==> config.mk <==
export PLATFORM = sky130hd
export DESIGN_NAME = uart_n
export DESIGN_NICKNAME = d
export VERILOG_FILES = /design/src/rtl/uart_n.sv
export SDC_FILE = /design/constraint.sdc
export NUM_CORES = 1
export LEC_CHECK = 0
export BUFFER_PORTS_ARGS = -buffer_cell sky130_fd_sc_hd__buf_2
export CORE_MARGIN = 2
export CORE_UTILIZATION = 54
export CTS_BUF_LIST = sky130_fd_sc_hd__clkbuf_16
export CTS_CLUSTER_DIAMETER = 150
export DETAILED_ROUTE_END_ITERATION = 8
export GPL_TIMING_DRIVEN = 0
export MAX_ROUTING_LAYER = met4
export PLACE_DENSITY = 0.86
export RECOVER_POWER = 100
export SYNTH_ARGS = -nofsm -noshare
export SYNTH_HDL_FRONTEND = slang
export SYNTH_SLANG_ARGS = --single-unit
==> constraint.sdc <==
create_clock -name clk -period 2.2 [get_ports clk]
set_input_delay 0.22 -clock clk [delete_from_list [all_inputs] [get_ports clk]]
set_output_delay 0.22 -clock clk [all_outputs]
set_load 0.005 [all_outputs]
==> src/rtl/uart_n.sv <==
// uart_n: parametrised full-duplex UART core.
//   Frame: start(0), DATA_BITS data LSB first, optional parity, STOP_BITS stops(1).
//   TX: bit timing from a CLOCK_RATE/BAUD_RATE divider restarted on each accepted word.
//   RX: 2-flop synchroniser, free-running oversample tick, half-bit start recheck,
//       single mid-bit sample per bit; only the first stop bit is checked.
// Ports:
//   clk, reset               system clock (rising edge), async active-high reset
//   rxEn, rxIn               receiver enable, serial line in (idles high)
//   rxBusy                   receive frame in progress
//   rxDone/rxErr/rxParityErr 1-cycle pulses at the stop-bit sample
//   rxOut[DATA_BITS]         last received word
//   txEn, txStart, txIn      transmitter enable, level send request, word to send
//   txBusy, txDone, txOut    frame on line, 1-cycle end pulse, serial line out
module uart_n #(
  parameter int CLOCK_RATE = 12000000,
  parameter int BAUD_RATE  = 9600,
  parameter int DATA_BITS  = 8,
  parameter int PARITY     = 0,
  parameter int STOP_BITS  = 1,
  parameter int OVERSAMPLE = 16
) (
  input  logic                 clk,
  input  logic                 reset,
  input  logic                 rxEn,
  input  logic                 rxIn,
  output logic                 rxBusy,
  output logic                 rxDone,
  output logic                 rxErr,
  output logic                 rxParityErr,
  output logic [DATA_BITS-1:0] rxOut,
  input  logic                 txEn,
  input  logic                 txStart,
  input  logic [DATA_BITS-1:0] txIn,
  output logic                 txBusy,
  output logic                 txDone,
  output logic                 txOut
);

  localparam int TX_DIV = CLOCK_RATE / BAUD_RATE;
  localparam int RX_DIV = CLOCK_RATE / (BAUD_RATE * OVERSAMPLE);
  localparam int TXW    = $clog2(TX_DIV);
  localparam int RXW    = $clog2(RX_DIV);
  localparam int SW     = $clog2(OVERSAMPLE);

  localparam logic [TXW-1:0] TX_LAST   = TXW'(TX_DIV - 1);
  localparam logic [RXW-1:0] RX_LAST   = RXW'(RX_DIV - 1);
  localparam logic [SW-1:0]  HALF_LAST = SW'(OVERSAMPLE / 2 - 1);
  localparam logic [SW-1:0]  SAMP_LAST = SW'(OVERSAMPLE - 1);
  localparam logic [3:0]     DATA_LAST = 4'(DATA_BITS - 1);
  localparam logic [3:0]     STOP_LAST = 4'(STOP_BITS - 1);

  typedef enum logic [2:0] {S_IDLE, S_START, S_DATA, S_PARITY, S_STOP} state_t;

  // ---------------- transmitter ----------------
  state_t                 txState, txStateNext;
  logic [TXW-1:0]         txDiv, txDivNext;
  logic [3:0]             txCnt, txCntNext;
  logic [DATA_BITS-1:0]   txShift, txShiftNext;
  logic                   txPar, txParNext;
  logic                   txOutNext, txBusyNext, txDoneNext;

  always_ff @(posedge clk or posedge reset) begin
    if (reset) begin
      txState <= S_IDLE;
      txDiv   <= '0;
      txCnt   <= '0;
      txShift <= '0;
      txPar   <= 1'b0;
      txOut   <= 1'b1;
      txBusy  <= 1'b0;
      txDone  <= 1'b0;
    end else begin
      txState <= txStateNext;
      txDiv   <= txDivNext;
      txCnt   <= txCntNext;
      txShift <= txShiftNext;
      txPar   <= txParNext;
      txOut   <= txOutNext;
      txBusy  <= txBusyNext;
      txDone  <= txDoneNext;
    end
  end

  // txOut is registered: each transition loads the level of the bit being entered.
  always_comb begin
    txStateNext = txState;
    txDivNext   = txDiv;
    txCntNext   = txCnt;
    txShiftNext = txShift;
    txParNext   = txPar;
    txOutNext   = txOut;
    txBusyNext  = txBusy;
    txDoneNext  = 1'b0;
    if (txState == S_IDLE) begin
      txOutNext  = 1'b1;
      txBusyNext = 1'b0;
      if (txEn && txStart) begin
        txStateNext = S_START;
        txShiftNext = txIn;
        txParNext   = (PARITY == 1) ? ~^txIn : ^txIn;
        txDivNext   = '0;
        txOutNext   = 1'b0;
        txBusyNext  = 1'b1;
      end
    end else if (!txEn) begin
      txStateNext = S_IDLE;
      txOutNext   = 1'b1;
      txBusyNext  = 1'b0;
    end else if (txDiv != TX_LAST) begin
      txDivNext = txDiv + 1'b1;
    end else begin
      txDivNext = '0;
      case (txState)
        S_START: begin
          txStateNext = S_DATA;
          txCntNext   = '0;
          txOutNext   = txShift[0];
          txShiftNext = txShift >> 1;
        end
        S_DATA: begin
          if (txCnt == DATA_LAST) begin
            txCntNext = '0;
            if (PARITY != 0) begin
              txStateNext = S_PARITY;
              txOutNext   = txPar;
            end else begin
              txStateNext = S_STOP;
              txOutNext   = 1'b1;
            end
          end else begin
            txCntNext   = txCnt + 1'b1;
            txOutNext   = txShift[0];
            txShiftNext = txShift >> 1;
          end
        end
        S_PARITY: begin
          txStateNext = S_STOP;
          txCntNext   = '0;
          txOutNext   = 1'b1;
        end
        S_STOP: begin
          if (txCnt == STOP_LAST) begin
            txStateNext = S_IDLE;
            txBusyNext  = 1'b0;
            txDoneNext  = 1'b1;
            txOutNext   = 1'b1;
          end else begin
            txCntNext = txCnt + 1'b1;
          end
        end
        default: txStateNext = S_IDLE;
      endcase
    end
  end

  // ---------------- receiver ----------------
  logic                 rxSync1, rxSync2, line, rxTick;
  logic [RXW-1:0]       rxTickCnt;
  state_t               rxState, rxStateNext;
  logic                 rxArmed, rxArmedNext;
  logic [SW-1:0]        rxSamp, rxSampNext;
  logic [3:0]           rxCnt, rxCntNext;
  logic [DATA_BITS-1:0] rxShift, rxShiftNext;
  logic                 rxPar, rxParNext;
  logic [DATA_BITS-1:0] rxOutNext;
  logic                 rxBusyNext, rxDoneNext, rxErrNext, rxParityErrNext;

  always_ff @(posedge clk or posedge reset) begin
    if (reset) begin
      rxSync1   <= 1'b1;
      rxSync2   <= 1'b1;
      rxTickCnt <= '0;
    end else begin
      rxSync1   <= rxIn;
      rxSync2   <= rxSync1;
      rxTickCnt <= (rxTickCnt == RX_LAST) ? '0 : rxTickCnt + 1'b1;
    end
  end

  assign line   = rxSync2;
  assign rxTick = (rxTickCnt == RX_LAST);

  always_ff @(posedge clk or posedge reset) begin
    if (reset) begin
      rxState     <= S_IDLE;
      rxArmed     <= 1'b0;
      rxSamp      <= '0;
      rxCnt       <= '0;
      rxShift     <= '0;
      rxPar       <= 1'b0;
      rxOut       <= '0;
      rxBusy      <= 1'b0;
      rxDone      <= 1'b0;
      rxErr       <= 1'b0;
      rxParityErr <= 1'b0;
    end else begin
      rxState     <= rxStateNext;
      rxArmed     <= rxArmedNext;
      rxSamp      <= rxSampNext;
      rxCnt       <= rxCntNext;
      rxShift     <= rxShiftNext;
      rxPar       <= rxParNext;
      rxOut       <= rxOutNext;
      rxBusy      <= rxBusyNext;
      rxDone      <= rxDoneNext;
      rxErr       <= rxErrNext;
      rxParityErr <= rxParityErrNext;
    end
  end

  // rxPar accumulates the XOR of data and parity bits: odd mode expects 1, even 0.
  // Leaving IDLE always disarms, so a held-low line cannot retrigger a frame.
  always_comb begin
    rxStateNext     = rxState;
    rxArmedNext     = rxArmed;
    rxSampNext      = rxSamp;
    rxCntNext       = rxCnt;
    rxShiftNext     = rxShift;
    rxParNext       = rxPar;
    rxOutNext       = rxOut;
    rxBusyNext      = rxBusy;
    rxDoneNext      = 1'b0;
    rxErrNext       = 1'b0;
    rxParityErrNext = 1'b0;
    if (rxState != S_IDLE && !rxEn) begin
      rxStateNext = S_IDLE;
      rxBusyNext  = 1'b0;
      rxArmedNext = 1'b0;
    end else if (rxTick) begin
      case (rxState)
        S_IDLE: begin
          if (line) begin
            rxArmedNext = 1'b1;
          end else if (rxArmed && rxEn) begin
            rxStateNext = S_START;
            rxBusyNext  = 1'b1;
            rxArmedNext = 1'b0;
            rxSampNext  = '0;
          end
        end
        S_START: begin
          if (rxSamp != HALF_LAST) begin
            rxSampNext = rxSamp + 1'b1;
          end else if (line) begin
            rxStateNext = S_IDLE;
            rxBusyNext  = 1'b0;
          end else begin
            rxStateNext = S_DATA;
            rxSampNext  = '0;
            rxCntNext   = '0;
            rxParNext   = 1'b0;
          end
        end
        S_DATA: begin
          if (rxSamp != SAMP_LAST) begin
            rxSampNext = rxSamp + 1'b1;
          end else begin
            rxSampNext  = '0;
            rxShiftNext = {line, rxShift[DATA_BITS-1:1]};
            rxParNext   = rxPar ^ line;
            if (rxCnt == DATA_LAST) begin
              rxCntNext   = '0;
              rxStateNext = (PARITY != 0) ? S_PARITY : S_STOP;
            end else begin
              rxCntNext = rxCnt + 1'b1;
            end
          end
        end
        S_PARITY: begin
          if (rxSamp != SAMP_LAST) begin
            rxSampNext = rxSamp + 1'b1;
          end else begin
            rxSampNext  = '0;
            rxParNext   = rxPar ^ line;
            rxStateNext = S_STOP;
          end
        end
        S_STOP: begin
          if (rxSamp != SAMP_LAST) begin
            rxSampNext = rxSamp + 1'b1;
          end else begin
            rxSampNext      = '0;
            rxOutNext       = rxShift;
            rxDoneNext      = 1'b1;
            rxErrNext       = !line;
            rxParityErrNext = (PARITY == 1) ? !rxPar : (PARITY == 2) ? rxPar : 1'b0;
            rxStateNext     = S_IDLE;
            rxBusyNext      = 1'b0;
            rxArmedNext     = 1'b0;
          end
        end
        default: rxStateNext = S_IDLE;
      endcase
    end
  end

endmodule

==> results by group, run 1 <==
Clock network
  – H-tree level count: 3
  – Clock transition at path regs: around 0.06 ns
  – CTS Sinks: just under 70
  – Worst-case clock buffer depth: 2
  – TritonCTS clock tree: yes
  – Clock Latency Late Sink: 0.33 ns
  – Num CTS Buffers: 9
  – Clock root cell: clkbuf_16

Synth
  – Mapped Avg Cell Area: 10.15 um^2
  – Syn Inst Count: 340
  – Distinct cell type count after synthesis: 55
  – FF+latch count, synth: 69
  – Seq/Total Area, Yosys: 50.16%
  – Synth Flop Type: dfrtp_1
  – Cell Area, Synth: 0.003450 mm^2
  – FFs w/ async S/R, synth: 100.0%
  – Post-synth EDFFs: 0
  – Ys Warns: 0
  – Post-synthesis net count: about 360

Drt
  – First drt pass iteration count: 4
  – Final wirelength: 7427 um
  – Vias per cell: between 5 and 6
  – DRC viols: 0
  – Drt wl/cell: roughly 16 um
  – DRT iter0 DRCs: 213
  – Antenna viol nets, final: 0
  – Via count: 2755

Timing
  – Clock skew: about 0.0077 ns
  – # setup viols final: 0
  – Final Hold Fails: 0
  – Fin crit share: 97.79%
  – Period minus WS final: 2.151 ns
  – Worst Max-Slew Pin Slew: 1.202 ns
  – Final Max Tran Viols: 0
  – Worst rel slew slack: 19.78%
  – Fmax: 0.4648 GHz
  – RSZ-0062 raised after global routing: yes

Floorplan
  – Starting Density: 54.95%
  – Io pins: 29
  – Rows: 29
  – Die Y-Extent: roughly 84 um
  – Die ar.: 0.007043 mm^2
  – Die width: between 80 and 90 um
  – Core area: 0.006277 mm^2

Power
  – Maximum VDD drop: 0.0005500 V
  – Tot Pwr: 3.148 mW
  – Lkg Pwr: ~1.9 nW
  – Pwr/cell area: 743.7 mW/mm^2

Place
  – Count of input and output buffers: 25
  – Detailed placer's ending HPWL: 4657 um
  – Routability-driven placement congestion ratio: 1.022

GRT
  – GRT overflow: 0
  – First-pass GRT wire length: between 10000 and 15000 um
  – Largest net degree at the start of global routing: 39
  – Total Routing Usage GR: 22.66%
  – Initial antenna violation count: 0
  – Vias in the first global route: 2675

Job
  – Max-Cap Viols: 0

Worst setup path
  – Setup Crit Path Kind: register to register
  – Critical Path Fanout Max: 5
  – R2R setup slack: 0.05 ns
  – CP startpoint kind: register
  – R2r endpoint: txShift[0]$_DFFE_PP0P_
  – WP data required: between 2 and 2.5 ns
  – CP startpoint: txDiv[1]$_DFFE_PP0P_
  – FF-to-FF Start: txDiv[1]$_DFFE_PP0P_
  – Worst r2r path cells: 9
  – Crit. End Element: register
  – CP Data Arrival Time: 2.40 ns

Cells and area
  – Layout cell share with drive strength beyond 1: 26.63%
  – Antenna diodes: 0
  – Most common cell after layout, fill and taps aside: dfrtp_1
  – Final nets: roughly 420
  – Commonest non-fill, non-tap cells in the layout: dfrtp_1, nand2_1, nor2_1
  – Layout area overhead: 22.71%
  – Post-Route Utilization: 67.43%

Worst hold path
  – Worst hold path type: input port to register
  – WHS Endpoint: txShift[5]$_DFFE_PP0P_
  – WHS Path Cells: 3
  – Hold Crit Start: txIn[5]

Run status
  – Status: finished clean
-- cells by family after synthesis --
kind of cell             Yosys count  synth area share (%)
AO/OA/AOI/OAI                     57                 11.43
XOR/XNOR                          14                 3.555
adder cells (fa/ha/maj)            8                 2.902
buffers and inverters             28                 3.446
flip-flops                        69                 50.16
multiplexers                      22                 7.037
other                              1                0.1087
AND/OR/NAND/NOR                  141                 21.36
-- timing repair --
action,CTS,global route
resized for setup,17,16
setup buffers,10,7
pin swaps,7,7
endpoints found under the hold margin,1,0
setup endpoints to repair,27,40
hold buffers,1,0
gates cloned,1,0
-- registers in the layout, indices dropped and copies added (netlist names), 3 cells and up --
| name | flops |
|---|---|
| rxSamp | 4 |
| rxTickCnt | 7 |
| txCnt | 4 |
| txState | 3 |
| rxShift | 8 |
| rxCnt | 4 |
| rxOut | 8 |
| txDiv | 11 |
| txShift | 8 |
| rxState | 3 |
-- metal layers --
layer  vias to the layer above  global-route usage [%]  wire length (um)
li1                       1315                       -                 -
met1                      1339                   29.74              3185
met2                        89                   36.00              3731
met3                        12                   3.462               407
met4                         0                   8.358               102
met5                         -                       -                 0
-- how the worst max path moves through the flow --
| stage | end | slack, ns | cells past startpoint |
|---|---|---|---|
| after global placement | rxState[1]$_DFFE_PP0P_ | -0.48 | 2 |
| after floorplan | txShift[0]$_DFFE_PP0P_ | 0.04 | 9 |
| final | txShift[0]$_DFFE_PP0P_ | 0.05 | 9 |
| after global routing | rxCnt[3]$_DFFE_PP0P_ | -0.05 | 7 |
| after CTS | txShift[4]$_DFFE_PP0P_ | -0.11 | 9 |
| after detailed placement | txCnt[0]$_DFFE_PP0P_ | -0.21 | 7 |
-- final cells by class --
| cell class | count | area (um^2) |
|---|---|---|
| Clock inverter | 7 | 67.56 |
| Buffer | 11 | 53.80 |
| Fill cell | 453 | 2044 |
| Timing Repair Buffer | 44 | 279.0 |
| Inverter | 15 | 56.30 |
| Sequential cell | 69 | 1732 |
| Multi-Input combinational cell | 243 | 1723 |
| Clock buffer | 9 | 225.2 |
| Tap cell | 77 | 96.34 |
-- synth_stat cells (all sizes together), types with 3 or more instances --
cell type / n / share of area, %
dfstp: 3 / 2.3
a31oi: 8 / 1.6
nor3: 9 / 1.5
and3: 6 / 1.1
nand3: 17 / 2.5
mux2i: 4 / 1.2
a21boi: 4 / 0.87
and2: 4 / 0.73
ha: 8 / 2.9
buf: 4 / 0.83
nand4: 7 / 1.3
nor4b: 3 / 0.94
nand2b: 5 / 0.91
and3b: 4 / 1.0
o211ai: 3 / 0.65
or3: 3 / 0.54
mux2: 18 / 5.9
xor2: 12 / 3.0
dfrtp: 66 / 48
inv: 15 / 1.6
nor2: 36 / 4.1
a21oi: 8 / 1.2
clkbuf: 9 / 0.98
o21ai: 13 / 1.9
o22ai: 7 / 1.3
nand2: 33 / 3.6
-- critical path, cell delays in order (launching register included) --
cell and delay, ns:
dfrtp_1 0.39, inv_2 0.08, ha_4 0.13, nand4_1 0.12
or4b_4 0.53, a2111oi_4 0.31, buf_4 0.20, buf_6 0.13
nor2_4 0.04, a31oi_2 0.14
-- power breakdown --
part	switching, mW	total, mW	internal, mW
Sequential	0.0623	1.41	1.34
Combinational	0.183	0.338	0.155
Clock	0.533	1.40	0.872
Total	0.778	3.15	2.37
-- per-stage QoR --
step                setup WS, ns  hold WS [ns]  TNS (ns)  std cells  cell area [um^2]
floorplan                0.03862        0.2245         0        340              3450
finish                   0.04854        0.1353         0        475              4233
global placement         -0.4783        0.3404    -35.52        442              3671
global route            -0.05421        0.1414   -0.2261        475              4233
detailed placement       -0.2131        0.3363    -4.077        443              3691
CTS                      -0.1131      0.003836   -0.7437        471              4141
No activity file was read; power rests on OpenSTA's default activity.
==> inputs of run 2 (changes only) <==
CORE_UTILIZATION = 59   (was 54)
PLACE_DENSITY = 0.89   (was 0.86)
clock period = 2.4 ns   (was 2.2 ns; I/O delays follow)
==> run 2 against run 1 <==
Against the previous run:
- power decreased by 3.8%
- worst hold slack got worse by 0.12 ns
- count of clock-buffer cells in the layout is the same
- sequential share of layout area rose by 1.0 points
- clock skew fell by 0.0019 ns
- via count about the same
- largest power group is now the clock network
==> results by group, run 2 (synthesis gave the netlist of run 1 again) <==
Power
  – Maximum VDD drop: 0.0004959 V (was 0.0005500 V)
  – Register share of total power: 42.5% (was 44.6%)
  – Clock power share: 49.6% (was 44.6%)
  – Switch share: 22.66% (was 24.70%)
  – Lkg Pwr: 1.895 nW (was 1.938 nW)
  – Logic pwr share: 8.0% (was 10.7%)
  – Net switching power: 0.6861 mW (was 0.7777 mW)
  – Pint: 2.341 mW (was 2.370 mW)
  – Pwr/cell area: 733.4 mW/mm^2 (was 743.7 mW/mm^2)

Worst setup path
  – Max stage delay on crit path: 0.57 ns (was 0.53 ns)
  – CP Depth: 9 (unchanged)
  – CP startpoint kind: register (unchanged)
  – Crit path buffers/inverters: 3 (unchanged)
  – Crit-path cells: inv_2 -> ha_4 -> nand4_1 -> or4b_4 -> buf_6 -> a2111oi_4 -> buf_4 -> nor2_1 -> a31oi_1 (was inv_2 -> ha_4 -> nand4_1 -> or4b_4 -> a2111oi_4 -> buf_4 -> buf_6 -> nor2_4 -> a31oi_2)
  – Setup Crit Path Kind: register to register (unchanged)
  – Worst r2r path cells: 9 (unchanged)
  – FF-to-FF Start: txDiv[1]$_DFFE_PP0P_ (unchanged)
  – WP data required: 2.65 ns (was 2.45 ns)
  – Top Family by Delay on Critical Path: simple AND/OR/NAND/NOR gates (unchanged)
  – CP Data Arrival Time: 2.63 ns (was 2.40 ns)
  – Critical-path top delay cell: or4b_4 (unchanged)
  – R2r endpoint: txShift[6]$_DFFE_PP0P_ (was txShift[0]$_DFFE_PP0P_)
  – Critical Path Fanout Max: 4 (was 5)
  – Crit. End Element: register (unchanged)
  – R2R setup slack: 0.02 ns (was 0.05 ns)

Job
  – Max-Cap Viols: 0 (unchanged)

Floorplan
  – Rows: 27 (was 29)
  – Die ar.: 0.006475 mm^2 (was 0.007043 mm^2)
  – Die width: 80.47 um (was 83.93 um)
  – Core area: 0.005574 mm^2 (was 0.006277 mm^2)
  – Io pins: 29 (unchanged)
  – Die Y-Extent: 80.47 um (was 83.93 um)
  – Starting Density: 61.89% (was 54.95%)

Cells and area
  – Layout cell share with drive strength beyond 1: 21.85% (was 26.63%)
  – Biggest register: txDiv (unchanged)
  – Antenna diodes: 0 (unchanged)
  – Final cell count without fillers: 461 (was 475)
  – Layout area overhead: 19.66% (was 22.71%)
  – Fin area: 0.004128 mm^2 (was 0.004233 mm^2)
  – Commonest non-fill, non-tap cells in the layout: dfrtp_1, nand2_1, nor2_1 (unchanged)
  – Final nets: 406 (was 415)
  – Most common cell after layout, fill and taps aside: dfrtp_1 (unchanged)
  – Max reg flops: 11 (unchanged)

Worst hold path
  – Hold Crit Start: rxIn (was txIn[5])
  – WHS Endpoint: rxSync1$_DFF_PP1_ (was txShift[5]$_DFFE_PP0P_)
  – WHS Path Cells: 1 (was 3)
  – Worst hold path type: input port to register (unchanged)

GRT
  – GRT overflow: 0 (unchanged)
  – Total Routing Usage GR: 25.88% (was 22.66%)
  – Largest net degree at the start of global routing: 47 (was 39)
  – Initial antenna violation count: 0 (unchanged)
  – First-pass GRT wire length: 12340 um (was 12460 um)
  – Vias in the first global route: 2718 (was 2675)

Clock network
  – Worst-case clock buffer depth: 2 (unchanged)
  – CTS Sinks: 69 (unchanged)
  – Clock transition at path regs: 0.06 ns (about the same)
  – TritonCTS clock tree: yes (unchanged)
  – H-tree level count: 3 (unchanged)
  – Clock Latency Late Sink: 0.33 ns (about the same)
  – Num CTS Buffers: 9 (unchanged)
  – Clock root cell: clkbuf_16 (unchanged)

Timing
  – Period minus WS final: 2.379 ns (was 2.151 ns)
  – Fmax: 0.4203 GHz (was 0.4648 GHz)
  – Fin crit share: 99.13% (was 97.79%)
  – Worst Max-Slew Pin Slew: 0.8964 ns (was 1.202 ns)
  – # setup viols final: 0 (unchanged)
  – Worst rel slew slack: 40.17% (was 19.78%)
  – Final Max Tran Viols: 0 (unchanged)
  – Final Hold Fails: 0 (unchanged)
  – Clock skew: 0.005753 ns (was 0.007667 ns)
  – RSZ-0062 raised after global routing: yes (unchanged)

Place
  – Dpl cell area: 0.003685 mm^2 (was 0.003691 mm^2)
  – Routability-driven placement congestion ratio: 0.9451 (was 1.022)
  – Count of input and output buffers: 25 (unchanged)
  – Post-Place Cells: 438 (was 443)
  – Detailed placer's ending HPWL: 4729 um (was 4657 um)

Drt
  – First drt pass iteration count: 5 (was 4)
  – Antenna viol nets, final: 0 (unchanged)
  – Drt wl/cell: 15.97 um (was 15.64 um)
  – DRC viols: 0 (unchanged)
  – Final wirelength: 7362 um (was 7427 um)
  – Via count: 2757 (was 2755)
  – DRT iter0 DRCs: 148 (was 213)
  – Vias per cell: 5.980 (was 5.800)

Run status
  – Status: finished clean (unchanged)
-- run 2: cell count changes in the layout (fill, tap and decap cells not counted), moves of 2 or more --
cell       delta
clkbuf_1      +2
buf_4        -10
nor2_2        -3
nor2_1        +4
bufinv_16     +2
-- run 2: cell type report --
cell class / count / area, um^2
inverters: 15 / 56.30
plain buffers: 13 / 68.82
well taps: 72 / 90.09
fillers: 390 / 1446
repair buffers: 33 / 178.9
clock inverters: 7 / 115.1
multi-input cells: 243 / 1662
clock buffers: 9 / 225.2
flip-flops and latches: 69 / 1732
-- run 2: how the worst max path moves through the flow --
stage                    startpoint                      to
2_1_floorplan  txDiv[1]$_DFFE_PP0P_  txShift[0]$_DFFE_PP0P_
3_5_place_dp   txDiv[1]$_DFFE_PP0P_  txShift[0]$_DFFE_PP0P_
5_1_grt        txDiv[1]$_DFFE_PP0P_  txShift[4]$_DFFE_PP0P_
4_1_cts        txDiv[1]$_DFFE_PP0P_    txDiv[6]$_DFFE_PP0P_
3_3_place_gp                  reset  rxState[1]$_DFFE_PP0P_
6_report       txDiv[1]$_DFFE_PP0P_  txShift[6]$_DFFE_PP0P_
-- run 2: metal layers --
metal  vias up  part of all wire, %  wire length (um)  track usage [%]
li1       1302                    -                 -                -
met1      1356                   42              3127            31.82
met2        79                   51              3769            40.75
met3        20                  4.2               311            6.517
met4         0                  2.1               153            11.36
met5         -                    0                 0                -
-- run 2: repair_timing --
item                                    4_1_cts  5_1_grt
pin swaps                                     1        3
setup buffers                                 2        4
endpoints found under the setup margin       24       20
hold endpoints to repair                     22        0
hold buffers                                  1        0
gates resized for setup                       4       13
-- run 2: power by group through the flow --
stage / Clock, mW / Sequential, mW / Combinational, mW
3_3_place_gp: 0 / 1.30 / 0.193
5_1_grt: 1.58 / 1.29 / 0.276
2_1_floorplan: 0 / 1.29 / 0.152
3_5_place_dp: 0 / 1.30 / 0.206
6_report: 1.50 / 1.29 / 0.241
4_1_cts: 1.52 / 1.28 / 0.218
-- run 2: worst register-to-register path: stages (launching register included) --
cell,delay (ns)
dfrtp_1,0.39
inv_2,0.09
ha_4,0.12
nand4_1,0.15
or4b_4,0.57
buf_6,0.15
a2111oi_4,0.45
buf_4,0.21
nor2_1,0.05
a31oi_1,0.14
-- run 2: stage by stage --
step                util [%]  hold WS (ns)  setup WS (ns)  power, mW  setup TNS [ns]
floorplan                  -        0.2445         0.1857      1.439               0
global placement       65.75        0.3461        -0.2936      1.489          -19.62
detailed placement     66.11        0.3050        -0.1017      1.505         -0.9927
CTS                    73.13       0.01122        0.04813      3.021               0
global route           74.05      0.005400        -0.1095      3.151          -1.223
finish                 74.05       0.01258        0.02094      3.027               0
==> inputs of run 3 (changes only) <==
HOLD_SLACK_MARGIN = 0.03   (was not set)
PLACE_DENSITY = 0.78   (was 0.89)
==> run 3 against run 2 <==
Against the previous run:
- sequential power barely moved
- fmax rose by 3.4%
- clock skew fell by 0.0014 ns
- worst hold slack improved by 0.13 ns
- largest cell class unchanged
- largest power group unchanged
- combinational power fell by 14%
==> results by group, run 3 (synthesis gave the netlist of run 1 again) <==
Run status
  – Status: finished clean (unchanged)

Timing
  – Clock skew: 0.004383 ns (was 0.005753 ns)
  – Fin worst setup slack: 0.09917 ns (was 0.02094 ns)
  – Final Hold Fails: 0 (unchanged)
  – TNS Setup: 0 ns (unchanged)
  – # setup viols final: 0 (unchanged)
  – Worst Max-Slew Pin Slew: 1.374 ns (was 0.8964 ns)
  – Period minus WS final: 2.301 ns (was 2.379 ns)
  – RSZ-0062 raised after global routing: yes (unchanged)
  – Fin crit share: 95.87% (was 99.13%)
  – Final Max Tran Viols: 0 (unchanged)
  – Worst rel slew slack: 8.427% (was 40.17%)
  – Fmax: 0.4346 GHz (was 0.4203 GHz)

Cells and area
  – Fillers: 404 (was 390)
  – Commonest non-fill, non-tap cells in the layout: dfrtp_1, nor2_1, nand2_1 (was dfrtp_1, nand2_1, nor2_1)
  – Post-Route Utilization: 72.32% (was 74.05%)
  – Biggest register: txDiv (unchanged)
  – Layout cell share with drive strength beyond 1: 19.32% (was 21.85%)
  – Most common cell after layout, fill and taps aside: dfrtp_1 (unchanged)
  – Antenna diodes: 0 (unchanged)
  – Final nets: 400 (was 406)
  – Final cell count without fillers: 455 (was 461)
  – Layout area overhead: 16.87% (was 19.66%)
  – Max reg flops: 11 (unchanged)

Clock network
  – Clock transition at path regs: 0.06 ns (about the same)
  – CTS Sinks: 69 (unchanged)
  – H-tree level count: 3 (unchanged)
  – Num CTS Buffers: 9 (unchanged)
  – TritonCTS clock tree: yes (unchanged)
  – Worst-case clock buffer depth: 2 (unchanged)
  – Clock Latency Late Sink: 0.33 ns (about the same)
  – Clock root cell: clkbuf_16 (unchanged)

Drt
  – DRC viols: 0 (unchanged)
  – Vias per cell: 5.793 (was 5.980)
  – First drt pass iteration count: 4 (was 5)
  – Via count: 2636 (was 2757)
  – DRT iter0 DRCs: 89 (was 148)
  – Antenna viol nets, final: 0 (unchanged)
  – Drt wl/cell: 14.91 um (was 15.97 um)
  – Final wirelength: 6782 um (was 7362 um)

Power
  – Pint: 2.225 mW (was 2.341 mW)
  – Net switching power: 0.6738 mW (was 0.6861 mW)
  – Maximum VDD drop: 0.0005123 V (was 0.0004959 V)
  – Switch share: 23.24% (was 22.66%)
  – Pwr/cell area: 719.1 mW/mm^2 (was 733.4 mW/mm^2)
  – Logic pwr share: 7.2% (was 8.0%)
  – Tot Pwr: 2.899 mW (was 3.027 mW)
  – Clock power share: 48.7% (was 49.6%)
  – Register share of total power: 44.2% (was 42.5%)
  – Lkg Pwr: 1.831 nW (was 1.895 nW)

GRT
  – GRT overflow: 0 (unchanged)
  – Total Routing Usage GR: 24.08% (was 25.88%)
  – Vias in the first global route: 2554 (was 2718)
  – Initial antenna violation count: 0 (unchanged)
  – Met2 Resource Use GR: 38.83% (was 40.75%)
  – First-pass GRT wire length: 11540 um (was 12340 um)
  – Met3 usage: 7.079% (was 6.517%)
  – Gr busiest metal: met2 (unchanged)
  – Global routing usage on met1: 29.04% (was 31.82%)
  – Largest net degree at the start of global routing: 70 (was 47)

Worst setup path
  – WP data required: 2.66 ns (was 2.65 ns)
  – Critical Path Fanout Max: 10 (was 4)
  – Setup Crit Path Kind: register to register (unchanged)
  – Crit. End Element: register (unchanged)
  – CP startpoint kind: register (unchanged)
  – CP Data Arrival Time: 2.56 ns (was 2.63 ns)

Worst hold path
  – Worst hold path type: input port to register (unchanged)

Floorplan
  – Rows: 27 (unchanged)
  – Io pins: 29 (unchanged)
  – Core area: 0.005574 mm^2 (unchanged)
  – Die Y-Extent: 80.47 um (unchanged)
  – Starting Density: 61.89% (unchanged)
  – Die width: 80.47 um (unchanged)
  – Die ar.: 0.006475 mm^2 (unchanged)

Place
  – Detailed placer's ending HPWL: 4438 um (was 4729 um)
  – Count of input and output buffers: 25 (unchanged)
  – Post-Place Cells: 437 (was 438)
  – Pre-CTS setup slack: -0.1009 ns (was -0.1017 ns)
  – Routability-driven placement congestion ratio: 0.9478 (was 0.9451)

Job
  – Max-Cap Viols: 0 (unchanged)
==> run 3: changes by cell type in the layout (fill, tap and decap cells not counted), sizes merged <==
cell	before	now
clkinvlp	0	3
bufinv	3	2
buf	28	21
clkbuf	26	27
inv	16	15
clkinv	3	2
==> run 3: layer usage <==
metal | part of all wire, % | wire [um]
met5 | 0 | 0
met2 | 50 | 3375
met3 | 3.4 | 231
met4 | 2.0 | 133
met1 | 45 | 3040
==> run 3: critical path, cell delays in order, from the launching register on <==
cell,delay (ns)
dfrtp_1,0.35
buf_2,0.18
nor3_4,0.36
o211ai_1,0.17
a2111o_1,0.46
or4b_2,0.63
nand2_1,0.08
==> run 3: per-stage QoR <==
stage	area (um^2)	hold slack [ns]
2_1_floorplan	3450	0.2445
3_5_place_dp	3667	0.3487
3_3_place_gp	3665	0.3461
4_1_cts	4036	0.1099
5_1_grt	4031	0.1487
6_report	4031	0.1424
==> run 3: final timing paths <==
| kind | slack, ns | endpoint | startpoint | depth (start not counted) |
|---|---|---|---|---|
| max | 0.1 | rxCnt[2]$_DFFE_PP0P_ | rxState[0]$_DFFE_PP0P_ | 6 |
| min | 0.14 | txShift[7]$_DFFE_PP0P_ | txIn[7] | 3 |
| max reg2reg | 0.1 | rxCnt[2]$_DFFE_PP0P_ | rxState[0]$_DFFE_PP0P_ | 6 |
| min reg2reg | 0.35 | line$_DFF_PP1_ | rxSync1$_DFF_PP1_ | 0 |
| max in group asynchronous | 1.26 | rxBusy$_DFFE_PP0P_ | reset | 2 |
| min in group asynchronous | 0.29 | txBusy$_DFFE_PP0P_ | reset | 2 |
==> run 3: power by group through the flow <==
stage	registers [mW]	logic [mW]	clock network, mW
finish	1.28	0.208	1.41
global route	1.29	0.238	1.49
CTS	1.28	0.210	1.44
detailed placement	1.30	0.203	0
global placement	1.30	0.194	0
floorplan	1.29	0.152	0
==> run 3: area by class of cell <==
type                            count  area (um^2)  area share, %
Timing Repair Buffer               27        131.4          3.259
Buffer                             13        62.56          1.552
Sequential cell                    69         1730          42.92
Clock inverter                      7        100.1          2.483
Multi-Input combinational cell    243         1635          40.56
Clock buffer                        9        225.2          5.587
Tap cell                           72        90.09          2.235
Inverter                           15        56.30          1.397
==> run 3: what timing repair did <==
| action | in CTS | in global routing |
|---|---|---|
| setup endpoints to repair | 22 | 13 |
| gates resized for setup | 4 | 2 |
| endpoints found under the hold margin | 1 | 0 |
| pin swaps | 1 | 1 |
| hold buffers | 1 | 0 |
| buffers inserted | 1 | 0 |
